**config.mk**
```make
export PLATFORM = sky130hd
export DESIGN_NAME = peripheral_spram_ahb_initiator_flat
export DESIGN_NICKNAME = d
export VERILOG_FILES = /design/src/rtl/peripheral_spram_ahb_initiator_if.sv /design/src/rtl/peripheral_spram_ahb_initiator.sv /design/src/flat_wrapper.sv
export SDC_FILE = /design/constraint.sdc
export NUM_CORES = 1
export LEC_CHECK = 0
export CAP_MARGIN = 40
export CORE_UTILIZATION = 40
export DETAILED_ROUTE_END_ITERATION = 10
export GPL_ROUTABILITY_DRIVEN = 1
export PLACE_DENSITY = 0.8
export SETUP_SLACK_MARGIN = 0.2
export SYNTH_ARGS = -nofsm -noshare
export SYNTH_HDL_FRONTEND = slang
export SYNTH_SLANG_ARGS = --single-unit
export TNS_END_PERCENT = 30
```
**constraint.sdc**
```tcl
create_clock -name HCLK -period 3.91 [get_ports HCLK]
set_input_delay 0.9775 -clock HCLK [delete_from_list [all_inputs] [get_ports HCLK]]
set_output_delay 0.9775 -clock HCLK [all_outputs]
set_load 0.05 [all_outputs]
```
**src/rtl/peripheral_spram_ahb_initiator_if.sv**
```systemverilog
// AHB-Lite master/slave signal bundle for the SPRAM AHB initiator.
// The master modport is driven by the initiator, the slave modport by the target.
interface peripheral_spram_ahb_initiator_if #(
   parameter int unsigned PLEN = 8,
   parameter int unsigned XLEN = 32
);
   logic [PLEN-1:0] HADDR;
   logic            HWRITE;
   logic [2:0]      HSIZE;
   logic [2:0]      HBURST;
   logic [3:0]      HPROT;
   logic [1:0]      HTRANS;
   logic            HMASTLOCK;
   logic [XLEN-1:0] HWDATA;
   logic [XLEN-1:0] HRDATA;
   logic            HREADY;
   logic            HRESP;

   modport master (
      output HADDR, HWRITE, HSIZE, HBURST, HPROT, HTRANS, HMASTLOCK, HWDATA,
      input  HRDATA, HREADY, HRESP
   );

   modport slave (
      input  HADDR, HWRITE, HSIZE, HBURST, HPROT, HTRANS, HMASTLOCK, HWDATA,
      output HRDATA, HREADY, HRESP
   );
endinterface

```
**src/rtl/peripheral_spram_ahb_initiator.sv**
```systemverilog
// Single-transfer AHB-Lite initiator with a two-slot (address/data) pipeline,
// two-cycle error handling and in-order responses for a simple request port.
module peripheral_spram_ahb_initiator #(
   parameter int unsigned PLEN      = 8,
   parameter int unsigned XLEN      = 32,
   parameter logic [3:0]  HPROT_VAL = 4'b0011
) (
   input  logic                              HCLK,
   input  logic                              HRESET,
   input  logic                              req_i,
   input  logic                              we_i,
   input  logic [PLEN-1:0]                   addr_i,
   input  logic [2:0]                        size_i,
   input  logic [XLEN-1:0]                   wdata_i,
   output logic                              gnt_o,
   output logic                              rsp_valid_o,
   output logic                              rsp_err_o,
   output logic [XLEN-1:0]                   rsp_rdata_o,
   peripheral_spram_ahb_initiator_if.master  ahb
);

   typedef enum logic [2:0] {
      ST_IDLE = 3'd0,
      ST_ADDR = 3'd1,
      ST_PIPE = 3'd2,
      ST_DATA = 3'd3,
      ST_ERR  = 3'd4
   } state_t;

   localparam logic [1:0] HTRANS_IDLE   = 2'b00;
   localparam logic [1:0] HTRANS_NONSEQ = 2'b10;

   // A request is unusable if it is wider than the bus or not naturally aligned.
   function automatic logic req_bad_f(input logic [PLEN-1:0] addr, input logic [2:0] size);
      logic [31:0]     bits_v;
      logic [PLEN-1:0] mask_v;
      bits_v    = 32'd8 << size;
      mask_v    = ~({PLEN{1'b1}} << size);
      req_bad_f = (bits_v > XLEN) || ((addr & mask_v) != {PLEN{1'b0}});
   endfunction

   state_t          state_r;
   state_t          state_nx_s;

   logic            a_valid_r;
   logic            a_bad_r;
   logic [XLEN-1:0] a_wdata_r;
   logic            d_valid_r;
   logic            d_bad_r;
   logic            d_we_r;

   logic [PLEN-1:0] haddr_r;
   logic            hwrite_r;
   logic [2:0]      hsize_r;
   logic [1:0]      htrans_r;
   logic [XLEN-1:0] hwdata_r;

   logic            rsp_valid_r;
   logic            rsp_err_r;
   logic [XLEN-1:0] rsp_rdata_r;

   logic            in_err_s;
   logic            first_err_s;
   logic            d_retire_s;
   logic            d_free_s;
   logic            a_adv_s;
   logic            gnt_s;
   logic            accept_s;
   logic            req_bad_s;
   logic            a_valid_nx_s;
   logic            a_bad_nx_s;
   logic            d_valid_nx_s;
   logic            err_nx_s;
   logic            rsp_err_nx_s;
   logic            rd_capture_s;
   logic [1:0]      htrans_nx_s;

   // State register of the pipeline FSM.
   always_ff @(posedge HCLK) begin
      if (HRESET) begin
         state_r <= ST_IDLE;
      end else begin
         state_r <= state_nx_s;
      end
   end

   // Slot movement, grant, next state and next bus transfer type.
   always_comb begin
      in_err_s     = 1'b0;
      first_err_s  = 1'b0;
      d_retire_s   = 1'b0;
      d_free_s     = 1'b0;
      a_adv_s      = 1'b0;
      gnt_s        = 1'b0;
      accept_s     = 1'b0;
      req_bad_s    = 1'b0;
      a_valid_nx_s = 1'b0;
      a_bad_nx_s   = 1'b0;
      d_valid_nx_s = 1'b0;
      err_nx_s     = 1'b0;
      rsp_err_nx_s = 1'b0;
      rd_capture_s = 1'b0;
      htrans_nx_s  = HTRANS_IDLE;
      state_nx_s   = ST_IDLE;

      in_err_s    = (state_r == ST_ERR);
      first_err_s = d_valid_r && !d_bad_r && !in_err_s && ahb.HRESP && !ahb.HREADY;
      // A rejected request never reached the bus, so nothing on the bus holds it back.
      d_retire_s  = d_valid_r && (d_bad_r || ahb.HREADY);
      d_free_s    = !d_valid_r || d_retire_s;
      a_adv_s     = a_valid_r && !in_err_s && d_free_s && (a_bad_r || ahb.HREADY);

      gnt_s     = !HRESET && !in_err_s && !first_err_s && (!a_valid_r || ahb.HREADY);
      accept_s  = req_i && gnt_s;
      req_bad_s = req_bad_f(addr_i, size_i);

      a_valid_nx_s = accept_s || (a_valid_r && !a_adv_s);
      d_valid_nx_s = a_adv_s || (d_valid_r && !d_retire_s);
      err_nx_s     = first_err_s || (in_err_s && !ahb.HREADY);

      if (accept_s) begin
         a_bad_nx_s = req_bad_s;
      end else begin
         a_bad_nx_s = a_bad_r;
      end

      rsp_err_nx_s = d_retire_s && (d_bad_r || in_err_s || ahb.HRESP);
      rd_capture_s = d_retire_s && !d_bad_r && !d_we_r && !in_err_s && !ahb.HRESP;

      if (err_nx_s) begin
         state_nx_s = ST_ERR;
      end else begin
         case ({a_valid_nx_s, d_valid_nx_s})
            2'b10:   state_nx_s = ST_ADDR;
            2'b11:   state_nx_s = ST_PIPE;
            2'b01:   state_nx_s = ST_DATA;
            default: state_nx_s = ST_IDLE;
         endcase
      end

      // The pending address is cancelled on the bus for the whole error sequence.
      if (a_valid_nx_s && !a_bad_nx_s && !err_nx_s) begin
         htrans_nx_s = HTRANS_NONSEQ;
      end else begin
         htrans_nx_s = HTRANS_IDLE;
      end
   end

   // Address/data slot contents and registered AHB master outputs.
   always_ff @(posedge HCLK) begin
      if (HRESET) begin
         a_valid_r <= 1'b0;
         a_bad_r   <= 1'b0;
         a_wdata_r <= {XLEN{1'b0}};
         d_valid_r <= 1'b0;
         d_bad_r   <= 1'b0;
         d_we_r    <= 1'b0;
         haddr_r   <= {PLEN{1'b0}};
         hwrite_r  <= 1'b0;
         hsize_r   <= 3'b000;
         htrans_r  <= HTRANS_IDLE;
         hwdata_r  <= {XLEN{1'b0}};
      end else begin
         a_valid_r <= a_valid_nx_s;
         a_bad_r   <= a_bad_nx_s;
         d_valid_r <= d_valid_nx_s;
         htrans_r  <= htrans_nx_s;
         if (accept_s) begin
            a_wdata_r <= wdata_i;
            if (!req_bad_s) begin
               haddr_r  <= addr_i;
               hwrite_r <= we_i;
               hsize_r  <= size_i;
            end
         end
         if (a_adv_s) begin
            d_bad_r <= a_bad_r;
            d_we_r  <= hwrite_r;
            if (!a_bad_r) begin
               hwdata_r <= a_wdata_r;
            end
         end
      end
   end

   // Response pulse, error flag and read data captured at retire.
   always_ff @(posedge HCLK) begin
      if (HRESET) begin
         rsp_valid_r <= 1'b0;
         rsp_err_r   <= 1'b0;
         rsp_rdata_r <= {XLEN{1'b0}};
      end else begin
         rsp_valid_r <= d_retire_s;
         rsp_err_r   <= rsp_err_nx_s;
         if (rd_capture_s) begin
            rsp_rdata_r <= ahb.HRDATA;
         end
      end
   end

   assign gnt_o         = gnt_s;
   assign rsp_valid_o   = rsp_valid_r;
   assign rsp_err_o     = rsp_err_r;
   assign rsp_rdata_o   = rsp_rdata_r;

   assign ahb.HADDR     = haddr_r;
   assign ahb.HWRITE    = hwrite_r;
   assign ahb.HSIZE     = hsize_r;
   assign ahb.HTRANS    = htrans_r;
   assign ahb.HWDATA    = hwdata_r;
   assign ahb.HBURST    = 3'b000;
   assign ahb.HPROT     = HPROT_VAL;
   assign ahb.HMASTLOCK = 1'b0;

endmodule

```
**src/flat_wrapper.sv**
```systemverilog
// flat-port wrapper written by rule: the top's interface ports become plain ports
module peripheral_spram_ahb_initiator_flat 
#(
   parameter int unsigned PLEN      = 8,
   parameter int unsigned XLEN      = 32,
   parameter logic [3:0]  HPROT_VAL = 4'b0011
)
  (HCLK, HRESET, req_i, we_i, addr_i, size_i, wdata_i, gnt_o, rsp_valid_o, rsp_err_o, rsp_rdata_o, ahb_HADDR, ahb_HWRITE, ahb_HSIZE, ahb_HBURST, ahb_HPROT, ahb_HTRANS, ahb_HMASTLOCK, ahb_HWDATA, ahb_HRDATA, ahb_HREADY, ahb_HRESP);
  peripheral_spram_ahb_initiator_if #(.PLEN(PLEN), .XLEN(XLEN)) ahb_i ();
  input  logic HCLK;
  input  logic HRESET;
  input  logic req_i;
  input  logic we_i;
  input  logic [PLEN-1:0] addr_i;
  input  logic [2:0] size_i;
  input  logic [XLEN-1:0] wdata_i;
  output logic gnt_o;
  output logic rsp_valid_o;
  output logic rsp_err_o;
  output logic [XLEN-1:0] rsp_rdata_o;
  output wire logic [$bits(ahb_i.HADDR)-1:0] ahb_HADDR;
  output wire logic [$bits(ahb_i.HWRITE)-1:0] ahb_HWRITE;
  output wire logic [$bits(ahb_i.HSIZE)-1:0] ahb_HSIZE;
  output wire logic [$bits(ahb_i.HBURST)-1:0] ahb_HBURST;
  output wire logic [$bits(ahb_i.HPROT)-1:0] ahb_HPROT;
  output wire logic [$bits(ahb_i.HTRANS)-1:0] ahb_HTRANS;
  output wire logic [$bits(ahb_i.HMASTLOCK)-1:0] ahb_HMASTLOCK;
  output wire logic [$bits(ahb_i.HWDATA)-1:0] ahb_HWDATA;
  input wire logic [$bits(ahb_i.HRDATA)-1:0] ahb_HRDATA;
  input wire logic [$bits(ahb_i.HREADY)-1:0] ahb_HREADY;
  input wire logic [$bits(ahb_i.HRESP)-1:0] ahb_HRESP;
  assign ahb_HADDR = ahb_i.HADDR;
  assign ahb_HWRITE = ahb_i.HWRITE;
  assign ahb_HSIZE = ahb_i.HSIZE;
  assign ahb_HBURST = ahb_i.HBURST;
  assign ahb_HPROT = ahb_i.HPROT;
  assign ahb_HTRANS = ahb_i.HTRANS;
  assign ahb_HMASTLOCK = ahb_i.HMASTLOCK;
  assign ahb_HWDATA = ahb_i.HWDATA;
  assign ahb_i.HRDATA = ahb_HRDATA;
  assign ahb_i.HREADY = ahb_HREADY;
  assign ahb_i.HRESP = ahb_HRESP;
  peripheral_spram_ahb_initiator #(.PLEN(PLEN), .XLEN(XLEN), .HPROT_VAL(HPROT_VAL)) u_core (.HCLK(HCLK), .HRESET(HRESET), .req_i(req_i), .we_i(we_i), .addr_i(addr_i), .size_i(size_i), .wdata_i(wdata_i), .gnt_o(gnt_o), .rsp_valid_o(rsp_valid_o), .rsp_err_o(rsp_err_o), .rsp_rdata_o(rsp_rdata_o), .ahb(ahb_i));
endmodule
```
==> flow_summary.yaml <==
floorplanning:
  core.rowCount: 37
  design.portCount: 170
  core_um2: 10400
  start_util_pct: 41.7
  floorplan.die.height_um: 106
  floorplan.die_area_um2: 11300
  die_w_um: 106
synthesis:
  synth_largest_type_area_fraction_pct: 54.8
  yosys_warnings: 0
  synth_top_cells_by_count: "sky130_fd_sc_hd__nand2_1, sky130_fd_sc_hd__dfxtp_1, sky130_fd_sc_hd__a21oi_1"
  sequential_element_share_of_the_synthesized_area_pct: 54.8
  yosys_register_bits: 119
  synthArstFlopShare_pct: 0
  synthMostInstantiatedCell: "sky130_fd_sc_hd__nand2_1"
  synthTopCellsByArea: "sky130_fd_sc_hd__dfxtp_1, sky130_fd_sc_hd__nand2_1, sky130_fd_sc_hd__a21oi_1"
  yosys.area.top_type: "sky130_fd_sc_hd__dfxtp_1"
  postSynthCellCount: 542
  post_synth.cell_area_avg_um2: 8.02
  yosys.cell_types.count: 39
  yosys_most_used_dff: "sky130_fd_sc_hd__dfxtp_1"
  synthesis.area_um2: 4340
  synth-edff-count: 0
placed_design:
  place_congestion: 0.778
  numPortBuffers: 160
  place_hpwl_um: 7790
route:
  post_drt_via_cell_ratio: 4.93
  drt_wl_cell_um: 13.5
  met3_length_um: 629
  detailroute.via_count: 4131
  first_iter_violations: 198
  residual_drc: 0
  highest_layer: "met4"
  met2WireLength_um: 5710
  drt_wl_total_um: 11300
  routedLengthMet1_um: 4800
  antenna_left: 0
  dr.pass1.iters: 6
sta:
  final_hold_viol_count: 0
  worst-slew-pin-transition_ps: 926
  timing.final.crit_share_pct: 86.7
  setup_viol: 0
  maxClockFrequency_mhz: 295
  post-route-min-period_ps: 3390
  maximum_clock_skew_at_final_layout_ps: 7.94
  grt_setup_unrepaired: "no"
  relSlewSlack_pct: 38.1
  final_max_slew_viol_count: 0
  timing.setup.tns_ps: 0
status:
  run_status: "complete, no violations"
clock_tree:
  count_of_instances_resized_after_the_clock_tree_is_built: 0
  root_buffer: "sky130_fd_sc_hd__clkbuf_8"
  cts.sink_count: 119
  cts.repair_timing.setup_buffer_count: 0
  ctsLongestPathBuffers: 2
  cts_hold_buffers: 0
  worst_setup_hold_path_clk_slew_ps: 60
  tritoncts.num_buffers: 17
  cts_tree: "built"
  ctsHtreeMaxLevel: 4
  clock_insertion_delay_worst_skew_ps: 500
hold_path:
  timing.hold.worst.start: "u_core.a_wdata_r[4]$_SDFFE_PP0P_"
  worst_hold_path_stage_count: 2
  worstHoldEndpoint: "u_core.ahb.HWDATA[4]$_SDFFE_PP0P_"
  min_path_type: "reg -> reg"
layout:
  layout-drive-gt1-share_pct: 7.26
  nets: 770
  multi_input_comb_area_um2: 1750
  layout.area.seq_um2: 2380
  antenna_cells: 0
  final_util_pct: 63.7
  nFillCells: 894
  areaGrowthSynthToFinish_pct: 52.7
grt:
  first_global_vias: 4029
  grt_start_max_net_pins: 88
  antenna_violations_before_repair: 0
  grt_overflow: 0
  gr_util_all_layers_pct: 20.6
  grt_first_pass_wirelength_um: 18400
worst_setup_path:
  crit_type: "in -> out"
  setup_crit_start_kind: "primary input"
  critPathMaxFanout: 9
  worst_r2r_endpoint: "u_core.ahb.HWRITE$_SDFFE_PP0P_"
  worst_ep_required_ps: 2930
  reg2regPathDepth: 5
  r2r-start: "u_core.d_bad_r$_SDFFE_PP0P_"
  r2r_slack_ps: 1960
  endpoint_kind_of_the_worst_setup_timing_path: "output pin"
  worst-endpoint-arrival_ps: 2410
pwr:
  p_leak_nw: 2.30
  power_per_cell_area_nw_per_um2: 475
  ir_worst_vdd_uv: 326
run:
  max_cap_viol_count: 0
-- cell type report --
type                    instances  area share (%)
multi-input cells             378            26.4
clock inverters                13            2.92
clock buffers                  19            6.66
flip-flops and latches        119            35.9
well taps                     136            2.57
repair buffers                170            25.4
inverters                       3           0.170
-- cells in the final DEF (no fill, tap or decap), drive strengths merged, types with 2 or more instances in the layout --
cell type | synthesis | routed
nor3b | 4 | 4
nor2b | 3 | 3
clkinvlp | 0 | 4
nor2 | 10 | 10
inv | 3 | 6
conb | 2 | 9
a21oi | 110 | 110
buf | 21 | 12
nand2 | 193 | 193
bufinv | 0 | 4
dfxtp | 119 | 119
o21ai | 12 | 12
nand3 | 11 | 11
clkinv | 0 | 2
clkdlybuf4s50 | 0 | 158
clkbuf | 28 | 19
nor3 | 5 | 5
-- registers in the layout, summed over array words and instances, names as in the netlist, 3 cells and up --
| signal | cells |
|---|---|
| u_core.state_r | 3 |
| u_core.ahb.HADDR | 8 |
| u_core.ahb.HSIZE | 3 |
| u_core.ahb.HWDATA | 32 |
| u_core.a_wdata_r | 32 |
| u_core.rsp_rdata_o | 32 |
-- how the worst max path moves through the flow --
stage,start,endpoint,slack (ps)
CTS,ahb_HREADY,gnt_o,520
global route,ahb_HREADY,gnt_o,410
detailed placement,ahb_HREADY,gnt_o,550
finish,ahb_HREADY,gnt_o,520
floorplan,HRESET,gnt_o,470
global placement,ahb_HREADY,gnt_o,570
-- power breakdown --
group | switching (W) | internal, W | leakage, nW
clock | 0.000560 | 0.00108 | 0.298
combinational | 0.000142 | 0.000116 | 1.04
sequential | 0.0000156 | 0.00124 | 0.964
-- critical path, cell delays in order --
cell	delay [ps]
sky130_fd_sc_hd__clkdlybuf4s50_1	620
sky130_fd_sc_hd__nand4bb_1	270
sky130_fd_sc_hd__nand2_1	80
sky130_fd_sc_hd__nor3_1	280
sky130_fd_sc_hd__buf_12	190
-- logic make-up (layout without fill, tap and decap cells) --
| group | count (synthesis) | after routing | synth area share [%] |
|---|---|---|---|
| xor+xnor | 1 | 1 | 0.202 |
| buf+inv | 52 | 205 | 5.73 |
| mux | 2 | 2 | 0.576 |
| other cells | 2 | 9 | 0.173 |
| flops | 119 | 119 | 54.8 |
| simple gates | 235 | 235 | 22.7 |
| compound gates | 131 | 131 | 15.8 |
-- per-layer routing --
metal | vias up | global-route usage, %
met5 | - | 0
met4 | 0 | 7.24
met3 | 18 | 6.62
met2 | 133 | 36.0
met1 | 1922 | 23.4
li1 | 2058 | -
-- stage by stage --
step	cell area, um2	power (W)	setup WS [ps]	hold slack, ps	instances
floorplan	4370	0.00142	475	432	549
global placement	6000	0.00153	569	437	806
detailed placement	6000	0.00154	548	447	806
CTS	6630	0.00317	523	454	838
global route	6630	0.00327	414	469	838
finish	6630	0.00315	521	451	838
No activity file was read; power rests on OpenSTA's default activity.
